### src/rtl/gpio_pwm_pkg.sv
// gpio_pwm_pkg: shared key indices, breathe states and sizing helpers for gpio_pwm_multich.
// The breathe state type is only used when GPIO_PWM_BREATHE_EN is defined.
package gpio_pwm_pkg;
   localparam int KEY_UP  = 0;
   localparam int KEY_DN  = 1;
   localparam int KEY_SEL = 2;

   typedef enum logic [1:0] {BR_OFF, BR_UP, BR_DN} br_state_e;

   function automatic int CH_IDX_W(input int ch_num);
      return (ch_num > 2) ? $clog2(ch_num) : 1;
   endfunction

   function automatic int PH_OFS(input int i, input int ch_num, input int duty_w);
      return i * ((1 << duty_w) / ch_num);
   endfunction
endpackage

### src/rtl/gpio_pwm_channel.sv
// gpio_pwm_channel: one PWM lane with shadow/active duty, phase-offset compare and registered output.
// Breathing ramp and its FSM exist only when GPIO_PWM_BREATHE_EN is defined.
module gpio_pwm_channel
   import gpio_pwm_pkg::*;
#(
   parameter int DUTY_W    = 8,
   parameter int DUTY_STEP = 16,
   parameter int DUTY_INIT = 128,
   parameter int PH_OFFSET = 0
) (
   input  logic              clk_i,
   input  logic              rst_ni,
   input  logic              wrap_i,
   input  logic              en_i,
   input  logic [DUTY_W-1:0] phase_i,
   input  logic              inc_i,
   input  logic              dec_i,
`ifdef GPIO_PWM_BREATHE_EN
   input  logic              brk_toggle_i,
`endif
   output logic              pwm_o,
   output logic [DUTY_W:0]   shadow_o
);
   localparam logic [DUTY_W:0]   MAX_D  = {1'b1, {DUTY_W{1'b0}}};
   localparam logic [DUTY_W:0]   STEP   = (DUTY_W+1)'(DUTY_STEP);
   localparam logic [DUTY_W:0]   INIT   = (DUTY_W+1)'(DUTY_INIT);
   localparam logic [DUTY_W:0]   ONE    = (DUTY_W+1)'(1);
   localparam logic [DUTY_W-1:0] OFS    = DUTY_W'(PH_OFFSET);

   logic [DUTY_W:0]   shadow_q, shadow_d, active_q, active_d, man_d;
   logic [DUTY_W-1:0] ph;
   logic              pwm_q, pwm_d;

   always_comb begin
      ph       = phase_i + OFS;
      man_d    = inc_i ? ((shadow_q > MAX_D - STEP) ? MAX_D : shadow_q + STEP)
               : dec_i ? ((shadow_q < STEP) ? '0 : shadow_q - STEP)
               : shadow_q;
      // While disabled the active duty tracks the shadow so a restart uses the latest value
      active_d = (!en_i || wrap_i) ? shadow_q : active_q;
      pwm_d    = en_i && ({1'b0, ph} < active_q);
   end

`ifdef GPIO_PWM_BREATHE_EN
   br_state_e br_q;

   assign shadow_d = (br_q == BR_OFF) ? man_d
                   : (wrap_i && !brk_toggle_i) ? ((br_q == BR_UP) ? shadow_q + ONE : shadow_q - ONE)
                   : shadow_q;

   always_ff @(posedge clk_i or negedge rst_ni) begin
      if (!rst_ni)
         br_q <= BR_OFF;
      else if (brk_toggle_i)
         br_q <= (br_q != BR_OFF) ? BR_OFF : (shadow_q == MAX_D) ? BR_DN : BR_UP;
      else if (wrap_i && br_q == BR_UP && shadow_q == MAX_D - ONE)
         br_q <= BR_DN;
      else if (wrap_i && br_q == BR_DN && shadow_q == ONE)
         br_q <= BR_UP;
   end
`else
   assign shadow_d = man_d;
`endif

   always_ff @(posedge clk_i or negedge rst_ni) begin
      if (!rst_ni) begin
         shadow_q <= INIT;
         active_q <= INIT;
         pwm_q    <= 1'b0;
      end else begin
         shadow_q <= shadow_d;
         active_q <= active_d;
         pwm_q    <= pwm_d;
      end
   end

   assign pwm_o    = pwm_q;
   assign shadow_o = shadow_q;
endmodule

### src/rtl/gpio_pwm_multich.sv
// gpio_pwm_multich: multi-channel PWM from a shared DDS accumulator with key-driven duty and channel select.
// Define GPIO_PWM_BREATHE_EN to let up+down together toggle per-channel breathing.
module gpio_pwm_multich
   import gpio_pwm_pkg::*;
#(
   parameter int               CH_NUM     = 4,
   parameter int               ACC_W      = 32,
   parameter logic [ACC_W-1:0] DEVICE_CNT = ACC_W'(85899),
   parameter int               DUTY_W     = 8,
   parameter int               DUTY_STEP  = 16,
   parameter int               DUTY_INIT  = 128
) (
   input  logic                          CLOCK,
   input  logic                          RST_n,
   input  logic                          En_Sig,
   input  logic [2:0]                    Option_Key,
   output logic [CH_NUM-1:0]             GPIO_PWM,
   output logic [CH_IDX_W(CH_NUM)-1:0]   Cur_Ch,
   output logic [DUTY_W:0]               Cur_Duty
);
   localparam int            CW      = CH_IDX_W(CH_NUM);
   localparam logic [CW-1:0] CH_LAST = CW'(CH_NUM - 1);

   logic [ACC_W-1:0] acc_q, acc_d, acc_sum;
   logic             carry, wrap;
   logic [2:0]       key_q, rise;
   logic [CW-1:0]    ch_q, ch_d;
   logic             sel, up, dn;
   logic [DUTY_W:0]  shadow [CH_NUM];

   always_comb begin
      {carry, acc_sum} = {1'b0, acc_q} + {1'b0, DEVICE_CNT};
      wrap  = En_Sig && carry;
      acc_d = En_Sig ? acc_sum : '0;
      rise  = Option_Key & ~key_q;
      // Channel advance wins; up and down together cancel each other for manual stepping
      sel   = rise[KEY_SEL];
      up    = rise[KEY_UP] && !rise[KEY_DN] && !sel;
      dn    = rise[KEY_DN] && !rise[KEY_UP] && !sel;
      ch_d  = sel ? ((ch_q == CH_LAST) ? '0 : ch_q + 1'b1) : ch_q;
   end

`ifdef GPIO_PWM_BREATHE_EN
   logic tog;
   assign tog = rise[KEY_UP] && rise[KEY_DN] && !sel;
`endif

   always_ff @(posedge CLOCK or negedge RST_n) begin
      if (!RST_n) begin
         acc_q <= '0;
         key_q <= '0;
         ch_q  <= '0;
      end else begin
         acc_q <= acc_d;
         key_q <= Option_Key;
         ch_q  <= ch_d;
      end
   end

   for (genvar i = 0; i < CH_NUM; i++) begin : g_ch
      gpio_pwm_channel #(
         .DUTY_W   (DUTY_W),
         .DUTY_STEP(DUTY_STEP),
         .DUTY_INIT(DUTY_INIT),
         .PH_OFFSET(PH_OFS(i, CH_NUM, DUTY_W))
      ) u_ch (
         .clk_i       (CLOCK),
         .rst_ni      (RST_n),
         .wrap_i      (wrap),
         .en_i        (En_Sig),
         .phase_i     (acc_q[ACC_W-1 -: DUTY_W]),
         .inc_i       (up && ch_q == CW'(i)),
         .dec_i       (dn && ch_q == CW'(i)),
`ifdef GPIO_PWM_BREATHE_EN
         .brk_toggle_i(tog && ch_q == CW'(i)),
`endif
         .pwm_o       (GPIO_PWM[i]),
         .shadow_o    (shadow[i])
      );
   end

   assign Cur_Ch   = ch_q;
   assign Cur_Duty = shadow[ch_q];
endmodule

### config.mk
export PLATFORM = sky130hd
export DESIGN_NAME = gpio_pwm_multich
export DESIGN_NICKNAME = d
export VERILOG_FILES = /design/src/rtl/gpio_pwm_pkg.sv /design/src/rtl/gpio_pwm_channel.sv /design/src/rtl/gpio_pwm_multich.sv
export SDC_FILE = /design/constraint.sdc
export NUM_CORES = 1
export LEC_CHECK = 0
export ABC_AREA = 1
export BUFFER_PORTS_ARGS = -buffer_cell sky130_fd_sc_hd__buf_2
export CAP_MARGIN = 10
export CORE_MARGIN = 4
export CORE_UTILIZATION = 55
export DETAILED_ROUTE_END_ITERATION = 10
export GPL_TIMING_DRIVEN = 1
export PLACE_DENSITY = 0.79
export SYNTH_ARGS = -nofsm -noshare
export SYNTH_HDL_FRONTEND = slang
export SYNTH_SLANG_ARGS = --single-unit
### constraint.sdc
create_clock -name CLOCK -period 2.5 [get_ports CLOCK]
set_input_delay 0.5 -clock CLOCK [delete_from_list [all_inputs] [get_ports CLOCK]]
set_output_delay 0.5 -clock CLOCK [all_outputs]
set_load 0.005 [all_outputs]
==> results.md <==
* Clock-pin slew on the worst setup and hold paths at 0.08 ns
* DIE AREA at 11,450 um2
* Register area at 2037 um2
* Mapped Cells at 750
* Mean instance size in the synthesized netlist at 7.185 um2
* Kind of start point of the critical path: flop
* Share of the cycle needed by the critical path after routing at 0.9406
* Final hold violations at 0
* CTS tree: done
* Critical Path RT at 2.00 ns
* Routed wire length per instance at 13.81 um
* Leading cell type in the layout, fill and taps excluded: sky130_fd_sc_hd__nand2_1
* Leakage component of the power at 2.869 nW
* Initial core utilization at 0.5750
* Wire length of the first global-routing pass at 21.22 mm
* GRT Util Overall at 0.2277
* Endpoint of the lowest-slack register-to-register path: g_ch[2].u_ch.shadow_o[6]
* Cell accounting for the most synthesized area: sky130_fd_sc_hd__dfrtp_1
* Iteration count of the initial detailed-routing pass at 5
* Maximum root-to-sink buffer count at 2
* Post-route DRC at 0
* Insertion delay to the later sink of the worst-skew pair at 0.35 ns
* Count of port buffers added during placement at 16
* Type of the setup path with the least slack: reg -> out
* Power share of the sequential group at 0.409
* Top fanout value on the critical path at 10
* Number of nets in the final layout at 804
* Standard cell core area at 9371 um2
* Routed vias at 4,877
* Relative slew margins at 0.6350
* Setup Skew at 0.007734 ns
* P per Cell Area at 913.7 nW/um2
* CP Capture Type: primary output
* Post-synthesis register bit count at 81
* Cell at the root of the clock tree: sky130_fd_sc_hd__clkbuf_8
* Number of buffers inserted during clock tree synthesis at 9
* RSZ-0062 raised after global routing: false
* Fraction of registers with async set/reset at 1.000
* Worst path arrival time at 1.85 ns
* Worst VDD drop at 0.5922 mV
* Count of cell types in the netlist at 32
* Combinational share of power at 0.383
* Multi-input gate area at 2824 um2
* I/O pin cnt at 21
* Via count of the first global-routing pass at 4,722
* Post-route antenna net violation count at 0
* Final design utilization at 0.6196
* Transition time at the pin with the least slew margin at 0.5475 ns
* Hold WC Path Type: in -> async
* Cts hold-fix bufs at 0
* Final slew viol count at 0
* Number of max-cap violations at 0
* Fraction of layout instances using a drive strength above 1 at 0.07412
* Number of warnings issued by yosys at 0
* Final setup violation count at 0
* Summed instance area of the synthesized netlist at 5389 um2
* Run status: completed
* Global-route congestion overflow total at 0
* Average vias per placed instance at 5.431
* Switch Pwr at 2.160 mW
* Largest cells by area after synthesis: sky130_fd_sc_hd__dfrtp_1, sky130_fd_sc_hd__nand2_1, sky130_fd_sc_hd__ha_1, sky130_fd_sc_hd__inv_1, sky130_fd_sc_hd__nor2_1
* Switching fraction of total power at 0.4072
* HPWL Detailed at 9.074 mm
* Number of flops mapped to enable cells by yosys at 0
* Total negative slack for setup checks at 0 ns
* Top_reg_cell synth: sky130_fd_sc_hd__dfrtp_1
* Synth-to-Final Area Change at 7.755%
* Chip Width at 107.0 um
* Max H-tree Level at 3
* Pin count of the biggest net entering global routing at 43
* Commonest cells after routing, fill and taps aside: sky130_fd_sc_hd__nand2_1, sky130_fd_sc_hd__inv_1, sky130_fd_sc_hd__nor2_1, sky130_fd_sc_hd__dfrtp_1, sky130_fd_sc_hd__o21ai_0
* Final std cells w/o fill at 898
* Reg-to-reg slack, setup at 0.32 ns
* Routed wire length at 12.40 mm
* Routability Congestion at 0.9428
* Cell row count at 35
* Layout fillers at 896
* Internal Power at 3.145 mW
* Fraction of the yosys area taken by sequential cells at 0.3780
* Cell Count Post-Placement at 876
* Upper clock frequency limit at 425.3 MHz
* Number of sinks handled by clock tree synthesis at 81
* Die Y-Extent at 107.0 um
* Worst reg2reg path depth at 10
* Drt initial violations at 253
* Minimum clock period after layout at 2.351 ns
* Share of power burned in the clock network at 0.208
* Share of Yosys cell area claimed by the top area cell type at 0.3390
* R2r startpoint: Cur_Ch[0]
* Number of inserted diodes at 0
* Number of antenna violations at the first check in global routing at 0
[sequential cells by signal (all words and copies together) (netlist names)]
name,cells
Cur_Ch,2
acc_q,32
g_ch.u_ch.active_q,20
g_ch.u_ch.pwm_o,4
g_ch.u_ch.shadow_o,20
key_q,3
[power groups by stage]
stage	Combinational [mW]	Clock (mW)	Sequential (mW)
floorplan	1.62	0	1.96
CTS	1.98	1.12	2.17
finish	2.03	1.10	2.17
global placement	1.88	0	2.18
detailed placement	1.96	0	2.19
global route	2.35	1.17	2.22
[layer usage]
| layer | part of all wire | GRT usage |
|---|---|---|
| met3 | 0.034 | 0.02529 |
| met4 | 0.021 | 0.08950 |
| met2 | 0.50 | 0.3988 |
| met5 | 0 | 0 |
| met1 | 0.44 | 0.2875 |
[final cells by class]
cell class | instances | share of cell area
multi-input cells | 544 | 0.4863
inverters | 102 | 0.06658
clock inverters | 4 | 0.01293
flip-flops and latches | 81 | 0.3508
repair buffers | 26 | 0.02887
clock buffers | 12 | 0.02672
well taps | 129 | 0.02780
[kinds of logic after synthesis]
logic type | share of synthesized area
and+or+nand+nor | 0.2891
buffers and inverters | 0.1001
AOI/OAI and AO/OA | 0.1240
DFF | 0.3780
adders and majority gates | 0.07894
xor gates and xnor gates | 0.02925
other | 0.0006959
[timing repair]
| action | CTS | global route |
|---|---|---|
| buffers inserted | 0 | 6 |
| gates resized for setup | 0 | 1 |
| setup endpoints to repair | 0 | 2 |
[synth_stat cells (all sizes together) (2+ instances only)]
cell type,count
o21bai,2
inv,102
o21ai,57
buf,18
o211ai,7
nor3,8
xnor2,8
clkbuf,8
nand4,27
ha,34
o22ai,3
a21oi,45
nor2,103
dfrtp,73
xor2,10
a21boi,8
nand3,46
nand2,175
dfstp,8
nand3b,4
[metrics by stage]
step           setup slack (ns)  cell area (um2)  hold WS [ns]  power, mW
2_1_floorplan            0.6540             5400        0.2044      3.586
3_3_place_gp             0.5248             5530        0.4569      4.058
3_5_place_dp             0.4858             5530        0.4737      4.154
4_1_cts                  0.1705             5761        0.1417      5.268
5_1_grt                 0.06022             5807        0.1696      5.746
6_report                 0.1485             5807        0.1257      5.305
[worst max-delay path, cell delays in order, from the launching register on]
cell and delay (ns):
sky130_fd_sc_hd__dfrtp_1 0.59, sky130_fd_sc_hd__clkinvlp_4 0.29, sky130_fd_sc_hd__buf_2 0.23, sky130_fd_sc_hd__buf_4 0.14, sky130_fd_sc_hd__nand2_1 0.05, sky130_fd_sc_hd__a21oi_1 0.07, sky130_fd_sc_hd__buf_2 0.13
[how the worst max path moves through the flow]
stage              start                       end  slack (ns)  cells past startpoint
2_1_floorplan  Cur_Ch[0]  g_ch[2].u_ch.shadow_o[5]        0.65                      8
3_3_place_gp   Cur_Ch[0]  g_ch[2].u_ch.shadow_o[6]        0.52                      8
3_5_place_dp   Cur_Ch[0]  g_ch[2].u_ch.shadow_o[6]        0.49                      8
4_1_cts        Cur_Ch[0]               Cur_Duty[7]        0.17                      5
5_1_grt        Cur_Ch[0]               Cur_Duty[7]        0.06                      5
6_report       Cur_Ch[0]               Cur_Duty[7]        0.15                      6
Note: power is estimated with default switching activity, not from simulation.
